[config.mk]
export PLATFORM = sky130hd
export DESIGN_NAME = mem_access_ctrl
export DESIGN_NICKNAME = d
export VERILOG_FILES = /design/src/rtl/mem_access_ctrl_pkg.sv /design/src/rtl/mem_access_ctrl.sv
export SDC_FILE = /design/constraint.sdc
export NUM_CORES = 1
export LEC_CHECK = 0
export ABC_AREA = 0
export BUFFER_PORTS_ARGS = -buffer_cell sky130_fd_sc_hd__buf_2
export CORE_MARGIN = 1
export CORE_UTILIZATION = 30
export CTS_BUF_LIST = sky130_fd_sc_hd__clkbuf_2 sky130_fd_sc_hd__clkbuf_4 sky130_fd_sc_hd__clkbuf_8
export DETAILED_ROUTE_END_ITERATION = 16
export GPL_TIMING_DRIVEN = 0
export SLEW_MARGIN = 5
export SYNTH_ARGS = -nofsm -noshare
export SYNTH_HDL_FRONTEND = slang
export SYNTH_SLANG_ARGS = --single-unit
[constraint.sdc]
create_clock -name clk -period 2.3 [get_ports clk]
set_clock_uncertainty 0.05 [all_clocks]
set_input_delay 0.23 -clock clk [delete_from_list [all_inputs] [get_ports clk]]
set_output_delay 0.23 -clock clk [all_outputs]
set_load 0.01 [all_outputs]
[src/rtl/mem_access_ctrl_pkg.sv]
// mem_access_ctrl_pkg: shared CPU definitions for the MEM-stage data-memory access controller
package mem_access_ctrl_pkg;
  typedef enum logic [1:0] {
    IDLE = 2'd0,
    BUSY = 2'd1,
    DONE = 2'd2
  } state_t;
  localparam int TIMEOUT_CYC_DEF = 255;
endpackage

[src/rtl/mem_access_ctrl.sv]
// mem_access_ctrl: MEM-stage data-memory access FSM with stall, timeout and sticky error
//   clk, rst_n                       : clock, async active-low reset
//   MemReadM/MemWriteM/ALUOutM/WriteDataM : MEM-stage access request
//   mem_req/mem_we/mem_addr/mem_wdata : registered memory request
//   mem_ready/mem_rdata               : memory completion strobe and read data
//   ReadDataM                         : captured load data for MEM/WB
//   StallPipe                         : freezes the pipeline while an access is in flight
//   MemErr                            : sticky error (illegal access or timeout)
module mem_access_ctrl
  import mem_access_ctrl_pkg::*;
#(
  parameter int TIMEOUT_CYC = TIMEOUT_CYC_DEF
) (
  input  logic        clk,
  input  logic        rst_n,
  input  logic        MemReadM,
  input  logic        MemWriteM,
  input  logic [31:0] ALUOutM,
  input  logic [31:0] WriteDataM,
  output logic        mem_req,
  output logic        mem_we,
  output logic [31:0] mem_addr,
  output logic [31:0] mem_wdata,
  input  logic        mem_ready,
  input  logic [31:0] mem_rdata,
  output logic [31:0] ReadDataM,
  output logic        StallPipe,
  output logic        MemErr
);
  state_t     r_state, w_next;
  logic [7:0] r_cnt;
  logic       w_access, w_misal, w_legal, w_err, w_to;
  assign w_access = MemReadM ^ MemWriteM;
  assign w_misal  = |ALUOutM[1:0];
  assign w_legal  = w_access & ~w_misal;
  assign w_err    = (MemReadM & MemWriteM) | (w_access & w_misal);
  assign w_to     = r_cnt == 8'(TIMEOUT_CYC - 1);
  always_ff @(posedge clk or negedge rst_n)
    if (!rst_n) r_state <= IDLE;
    else        r_state <= w_next;
  // StallPipe is gated by rst_n so a reset mid-access releases the pipeline at once
  always_comb begin
    w_next    = IDLE;
    StallPipe = 1'b0;
    w_next    = (r_state == IDLE) ? (w_legal ? BUSY : IDLE) :
                (r_state == BUSY) ? ((mem_ready || w_to) ? DONE : BUSY) : IDLE;
    StallPipe = rst_n && ((r_state == IDLE && w_legal) || r_state == BUSY);
  end
  // mem_ready wins over the timeout because it is tested first
  always_ff @(posedge clk or negedge rst_n)
    if (!rst_n) begin
      mem_req   <= 1'b0;
      mem_we    <= 1'b0;
      mem_addr  <= '0;
      mem_wdata <= '0;
      ReadDataM <= '0;
      MemErr    <= 1'b0;
      r_cnt     <= '0;
    end else if (r_state == IDLE) begin
      if (w_err) MemErr <= 1'b1;
      if (w_legal) begin
        mem_req   <= 1'b1;
        mem_we    <= MemWriteM;
        mem_addr  <= ALUOutM;
        mem_wdata <= WriteDataM;
        r_cnt     <= '0;
      end
    end else if (r_state == BUSY) begin
      if (mem_ready) begin
        mem_req <= 1'b0;
        if (!mem_we) ReadDataM <= mem_rdata;
      end else if (w_to) begin
        mem_req   <= 1'b0;
        MemErr    <= 1'b1;
        ReadDataM <= '0;
      end else if (r_cnt != 8'hFF) begin
        r_cnt <= r_cnt + 8'd1;
      end
    end
endmodule

**Word level (Yosys, flattened, before mapping)**

Cells that the tools add are included.

- Flip-flop bits (word level): 109
- Output and inout bits: 100
- Logic and storage cells: 63

- Add/sub/neg operators: 1
- Equality and inequality tests: 8
- Mux-type cells: 23
- Bitwise gates (word level): 7
- Reductions and logical operators: 16

Operators with widths:

| cell | count |
|---|---|
| 2-to-1 mux 32 bit | 3 |
| 2-to-1 mux 8 bit | 6 |
| 2-to-1 mux 1 bit | 11 |
| adder 8 x 1 -> 8 bit, second input constant | 1 |
| equality test 8 bit, second input constant | 1 |
| inequality test 8 bit, second input constant | 1 |
| AND reduction 4 bit | 2 |
| nonzero test 2 bit | 4 |
| 2-to-1 mux 2 bit | 3 |
| inequality test 2 bit, second input constant | 3 |
| AND reduction 5 bit | 1 |
| inequality test 2 x 1 -> 1 bit, second input constant | 2 |
| bitwise AND 1 bit | 3 |
| AND reduction 3 bit | 1 |
| nonzero test 3 bit | 1 |
| equality test 2 x 1 -> 1 bit, second input constant | 1 |
| logical AND 1 bit | 2 |
| logical NOT 2 bit | 1 |
| logical OR 1 bit | 2 |
| inverter 1 bit | 2 |
| AND reduction 2 bit | 1 |
| OR reduction 2 bit | 1 |
| bitwise OR 1 bit | 1 |
| XOR 1 bit | 1 |

**Logic depth before layout (Yosys ltp)**

Gate-level depths: netlist of run 1.

- Depth after elaboration: 6
- Gate-level depth with buffers: 6
- Gate-level depth less buffers: 6

**Least setup slack after synthesis of run 1**

Ideal clock, no wire load.

- Path kind: input to output
- Start point: input MemReadM
- End point: output StallPipe
- Arrival time: 1495 ps
- Data required time: 2020 ps
- Slack: 525 ps
- Stages: 6
- Buffers on the path: 2
- Cell sequence: ha_1 > nor3b_1 > nand2_1 > buf_2 > buf_2 > a21boi_0

- Word-level cells in the longest chain between the ends: 5

RTL lines:

| item | RTL line | source |
|---|---|---|
| start: declaration | mem_access_ctrl.sv:16 | `input logic MemReadM,` |
| XOR 1 bit | mem_access_ctrl.sv:33 | `assign w_access = MemReadM ^ MemWriteM;` |
| bitwise AND 1 bit | mem_access_ctrl.sv:35 | `assign w_legal = w_access & ~w_misal;` |
| logical AND 1 bit | mem_access_ctrl.sv:47 | `StallPipe = rst_n && ((r_state == IDLE && w_legal) \|\| r_state == BUSY);` |
| logical OR 1 bit | mem_access_ctrl.sv:47 |  |
| logical AND 1 bit | mem_access_ctrl.sv:47 |  |
| end: declaration | mem_access_ctrl.sv:27 | `output logic StallPipe,` |

Every way passes these cells.

**Worst setup path after layout of run 1**

- Start point: register r_state[0]
- End point: output StallPipe

- Word-level cells in the longest chain between the ends: 4
- Elaborated cells on any way between the ends: 5

RTL lines:

| item | RTL line | source |
|---|---|---|
| start: declaration | mem_access_ctrl.sv:30 | `state_t r_state, w_next;` |
| start signal: assignment | mem_access_ctrl.sv:40 | `else r_state <= w_next;` |
| logical NOT 2 bit | mem_access_ctrl.sv:47 |  |
| logical AND 1 bit | mem_access_ctrl.sv:47 |  |
| logical OR 1 bit (*) | mem_access_ctrl.sv:47 |  |
| logical AND 1 bit (*) | mem_access_ctrl.sv:47 |  |

Mark *: on every way between the ends. The rest lies on a longest branch, timed or not.

==> impl_metrics.ini, run 1 <==
[outcome]
status = finished clean

[layout]
layout.cells.non_filler = 708
drive_gt1_share_pct = 53.4
fillers = 1320
area_growth_pct = 40.5
finalNetCount = 627
antenna_cells = 0

[detailed_routing]
drt_iter0_drc = 122
wire_per_inst_um = 14.1
viasPerCell = 4.62
antenna_left = 0
routed_wl_mm = 9.96
drt_pass1_iterations = 4
drc = 0
vias = 3268

[timing]
fin_crit_ns = 2.15
final_max_slew_viol_count = 0
tightestPinTransition_ns = 0.530
post-route-period-util_pct = 93.4
slew_headroom_pct = 64.6
grt_setup_unrepaired = false
finalHoldViolCount = 0
setup_ws_ns = 0.151
setup_viol = 0
hold_ws_ns = 0.0305
max_freq_mhz = 465

[logic_synthesis]
synth-seq-cells = 109
syn_area_um2 = 4240
async_reset_ff_share_pct = 100
synth_ff_type = dfrtp_1
ys_types = 32
syn_area_per_cell_um2 = 14.6
syn_nets = 394
yosys_warnings = 0
synthTopCellsByArea = dfrtp_1, mux2_2, a22o_1, mux2_1, buf_2
synth_commonest_cells = dfrtp_1, mux2_2, a22o_1, mux2_1, buf_2
synth-edff-count = 0
syn_inst = 290
synth_most_common_cell = dfrtp_1
synth-seq-area-share_pct = 64.3
yosys.area.top_type = dfrtp_1
synth_top_area_share_pct = 64.3

[clock_network]
clock_latency_ns = 0.36
cts.sink_count = 109
cts.path.max_buffers = 2
clk_pin_slew_worst_paths_ns = 0.10
numCtsBuffers = 9
h-tree-depth = 3
tritoncts = yes
ctsRootBufferMaster = clkbuf_8

[global_routing]
grt_antenna_before_repair = 0
top_usage_layer = met2
grt_pass1_vias = 3238
use_met1_pct = 18.1
use_met3_pct = 3.38
grt_pass1_wl_mm = 15.8
grt_usage_pct = 13.8
use_met2_pct = 21.7
grt_max_degree = 57
overflow = 0

[floorplan]
rows = 43
die_h_um = 121
initial_core_util_pct = 30.7
core_um2 = 13800
die_w_um = 121
io_pins = 201
die_area_um2 = 14600

[worst_setup_path]
worstReg2RegStart = r_cnt[0]$_DFFE_PN0P_
cp_slowest_cell = dfrtp_2
timing.rr.end = r_cnt[0]$_DFFE_PN0P_
worstSetupPathType = flop to output pin
cpPeakStageDelay_ns = 0.48
critPathTopFamily = buffers and inverters
crit_start = r_state[0]$_DFF_PN0_
critPathRequiredTime_ns = 2.02
cp.arrival_ns = 1.87
startpoint_type = flop
r2r_cells = 5
r2r_slack_ns = 0.37
end_kind = output pin
critical_path.max_fanout = 10
cp_num_buf_inv = 3
crit_chain = nor2_4 -> nand2_2 -> clkbuf_4 -> buf_4 -> a21boi_0 -> buf_2

[power_and_ir_drop]
peakVddDrop_mv = 0.448
p_per_area_nw_per_um2 = 1040
power.leakage_nw = 3.00

[worst_hold_path]
min_to = ReadDataM[1]$_DFFE_PN0P_
holdCritPathClass = input pin to flop
hp-start = mem_rdata[1]
holdPathStages = 2

[job]
maxCapViolations = 0

[place]
dp_slack_ns = -0.0521
io_buffers = 200
gp_congestion = 0.775
dp_cells = 671
place_hpwl_mm = 7.40
-- stage by stage --
stage	area (um^2)	TNS (ns)	utilization, %	total power (W)
after floorplan	4240	0	-	0.00395
after detailed placement	5500	-0.0521	39.8	0.00491
after global placement	5470	-30.85	39.5	0.00485
after global routing	5960	0	43.1	0.00657
final	5960	0	43.1	0.00618
after CTS	5950	0	43.0	0.00628
-- worst register-to-register path: cells and delay by family, from the launching register on --
family | cells | cell delay, ns
AOI/OAI and AO/OA | 2 | 0.60
adders and majority gates | 1 | 0.29
DFF | 1 | 0.46
buffers and inverters | 1 | 0.08
muxes | 1 | 0.34
-- cell families (layout without fill, tap and decap cells) --
logic type	after synthesis	after routing	synth area share, %
compound gates	50	50	9.39
fa+ha+maj	3	3	0.886
buf+inv	19	257	1.92
flops	109	109	64.3
mux	65	65	17.3
simple gates	44	44	6.20
-- state kept, by name, summed over array words and instances (netlist names) --
| name | flops |
|---|---|
| mem_wdata | 32 |
| r_cnt | 8 |
| MemErr | 1 |
| mem_req | 1 |
| mem_we | 1 |
| r_state | 2 |
| ReadDataM | 32 |
| mem_addr | 32 |
-- metal layers --
metal / routed length, um / vias to the layer above
met5: 0 / -
met4: 171 / 0
met3: 632 / 12
met2: 4740 / 133
met1: 4420 / 1586
li1: - / 1537
-- cell usage in the layout, fill, tap and decap left out, types with 5 or more instances in the layout --
| master | Yosys | layout |
|---|---|---|
| and2_1 | 6 | 6 |
| nor2_1 | 5 | 5 |
| dfrtp_1 | 109 | 107 |
| mux2_2 | 48 | 48 |
| dlygate4sd3_1 | 0 | 20 |
| buf_2 | 8 | 205 |
| clkbuf_1 | 7 | 7 |
| a22o_1 | 32 | 32 |
| clkbuf_8 | 0 | 10 |
| mux2_1 | 17 | 17 |
| or4_1 | 5 | 5 |
| nand3_1 | 7 | 7 |
-- how the worst max path moves through the flow --
stage / end / depth (start not counted)
after floorplan: StallPipe / 6
after global placement: StallPipe / 3
after detailed placement: StallPipe / 8
after CTS: StallPipe / 6
after global routing: StallPipe / 6
final: StallPipe / 6
-- repair_timing --
action,4_1_cts,5_1_grt
pin swaps,1,0
endpoints found under the hold margin,73,0
endpoints found under the setup margin,1,1
gates cloned,0,0
resized for setup,3,4
buffers inserted,1,0
hold buffers,20,0
-- power breakdown --
part | total (W) | switching (W) | internal (W)
logic | 0.00192 | 0.000900 | 0.00102
registers | 0.00297 | 0.000385 | 0.00258
clock network | 0.00129 | 0.000635 | 0.000657
-- layout make-up --
cell class              instances  area, um^2  area share (%)
clock buffers                  11         145            2.44
multi-input cells             162        1440            24.2
plain buffers                  15        71.3            1.20
inverters                       4        15.0           0.252
repair buffers                222        1240            20.9
clock inverters                 5        83.8            1.41
well taps                     180         225            3.78
flip-flops and latches        109        2730            45.8
Power figures use the tool's default switching activity.
==> inputs of run 2 (changes only) <==
Settings changed: ABC_CLOCK_PERIOD_IN_PS set to 2300, CTS_BUF_LIST sky130_fd_sc_hd__clkbuf_2 sky130_fd_sc_hd__clkbuf_4 sky130_fd_sc_hd__clkbuf_8 to not set, GPL_ROUTABILITY_DRIVEN set to 0.
==> run 2 against run 1 <==
Effect of this change: cell area fell by 1.6%; final cell count is 2.7% lower; worst setup slack improved by 0.0021 ns; register-to-register slack about the same; largest cell class unchanged.
==> impl_metrics.ini, run 2 (synthesis gave the netlist of run 1 again) <==
[outcome]
status = finished clean

[worst_setup_path]
worstSetupPathType = flop to output pin
critical_path.max_fanout = 10
worstReg2RegStart = r_cnt[0]$_DFFE_PN0P_
crit_start = r_state[1]$_DFF_PN0_
startpoint_type = flop
end_kind = output pin
r2r_slack_ns = 0.37
crit_top_cell = buf_2
timing.rr.end = r_cnt[0]$_DFFE_PN0P_
crit_chain = nor2_4 -> nand2_2 -> buf_2 -> buf_4 -> a21boi_0 -> buf_2
cp_slowest_cell = dfrtp_1
cpPeakStageDelay_ns = 0.45
critPathRequiredTime_ns = 2.02
r2r_cells = 5
cp.arrival_ns = 1.87

[clock_network]
cts.sink_count = 109
ctsRootBufferMaster = clkbuf_16
tritoncts = yes
h-tree-depth = 3
clock_latency_ns = 0.34
cts.path.max_buffers = 2
clk_pin_slew_worst_paths_ns = 0.07
numCtsBuffers = 9

[detailed_routing]
vias = 3205
drt_pass1_iterations = 4
drc = 0
viasPerCell = 4.65
antenna_left = 0
drt_iter0_drc = 135
routed_wl_mm = 9.94
wire_per_inst_um = 14.4

[floorplan]
core_um2 = 13800
die_area_um2 = 14600
rows = 43
die_h_um = 121
die_w_um = 121
initial_core_util_pct = 30.7
io_pins = 201

[power_and_ir_drop]
power.leakage_nw = 2.96
peakVddDrop_mv = 0.451
p_per_area_nw_per_um2 = 1120

[place]
place_hpwl_mm = 7.40
io_buffers = 200
dp_cells = 671

[layout]
area_growth_pct = 38.2
final_util_pct = 42.4
fillers = 1338
finalNetCount = 608
mostFrequentLayoutCells = buf_2, dfrtp_1, mux2_2, a22o_1, mux2_1
layout_commonest_cell = buf_2
reg.largest.list = ReadDataM: 32 flops, mem_addr: 32 flops, mem_wdata: 32 flops
drive_gt1_share_pct = 55.0
layout.cells.non_filler = 689
antenna_cells = 0

[global_routing]
grt_usage_pct = 13.8
grt_max_degree = 57
overflow = 0
grt_pass1_vias = 3163
grt_pass1_wl_mm = 15.7
grt_antenna_before_repair = 0

[worst_hold_path]
min_to = mem_addr[24]$_DFFE_PN0P_
hp-start = ALUOutM[24]
holdCritPathClass = input pin to flop
holdPathStages = 2

[timing]
grt_setup_unrepaired = false
final_max_slew_viol_count = 0
post-route-period-util_pct = 93.3
tns_ns = 0
setup_viol = 0
slew_headroom_pct = 64.8
tightestPinTransition_ns = 0.528
finalHoldViolCount = 0
max_freq_mhz = 466
fin_crit_ns = 2.15

[job]
maxCapViolations = 0
[run 2: report_power, final]
part,total [W],switching [W],internal [W]
clock network,0.00167,0.000686,0.000986
registers,0.00297,0.000384,0.00258
logic,0.00189,0.000897,0.000996
total,0.00653,0.00197,0.00457
[run 2: area by class of cell]
| type | count | area, um^2 | share of cell area (%) |
|---|---|---|---|
| plain buffers | 15 | 68.8 | 1.17 |
| multi-input cells | 162 | 1440 | 24.6 |
| well taps | 180 | 225 | 3.84 |
| clock inverters | 5 | 83.8 | 1.43 |
| repair buffers | 203 | 1050 | 18.0 |
| clock buffers | 11 | 243 | 4.14 |
| inverters | 4 | 15.0 | 0.256 |
| flip-flops and latches | 109 | 2730 | 46.6 |
[run 2: worst max-delay path by stage]
stage	to	slack, ns	cells after the start
2_1_floorplan	StallPipe	0.52	6
3_3_place_gp	StallPipe	-0.50	3
3_5_place_dp	StallPipe	-0.05	8
4_1_cts	StallPipe	0.07	6
5_1_grt	StallPipe	0.002	6
6_report	StallPipe	0.15	6
[run 2: per-stage QoR]
stage	hold WS [ns]	cell area [um^2]	setup WS (ns)	total power (W)
floorplan	-0.116	4240	0.525	0.00395
global placement	0.393	5470	-0.497	0.00485
detailed placement	0.183	5500	-0.0521	0.00491
CTS	0.0239	5860	0.0671	0.00664
global route	0.0279	5860	0.00236	0.00693
finish	0.0396	5860	0.153	0.00653
[run 2: worst max-delay path, delay by kind of cell (launching register included)]
| kind | cells | cell delay [ns] |
|---|---|---|
| flops | 1 | 0.45 |
| simple gates | 2 | 0.29 |
| buf+inv | 3 | 0.61 |
| compound gates | 1 | 0.16 |
[run 2: what timing repair did]
action / in CTS / in global routing
gates resized for setup: 4 / 1
endpoints found under the hold margin: 54 / 0
endpoints found under the setup margin: 1 / 1
setup buffers: 1 / 0
pin swaps: 1 / 0
hold buffers: 1 / 0
[run 2: per-layer routing]
metal  share of wire [%]  routed length, um  GRT usage [%]
met1                  44               4400           18.1
met3                 6.7                666           3.57
met2                  47               4700           21.3
met4                 1.7                171           6.71
met5                   0                  0              0
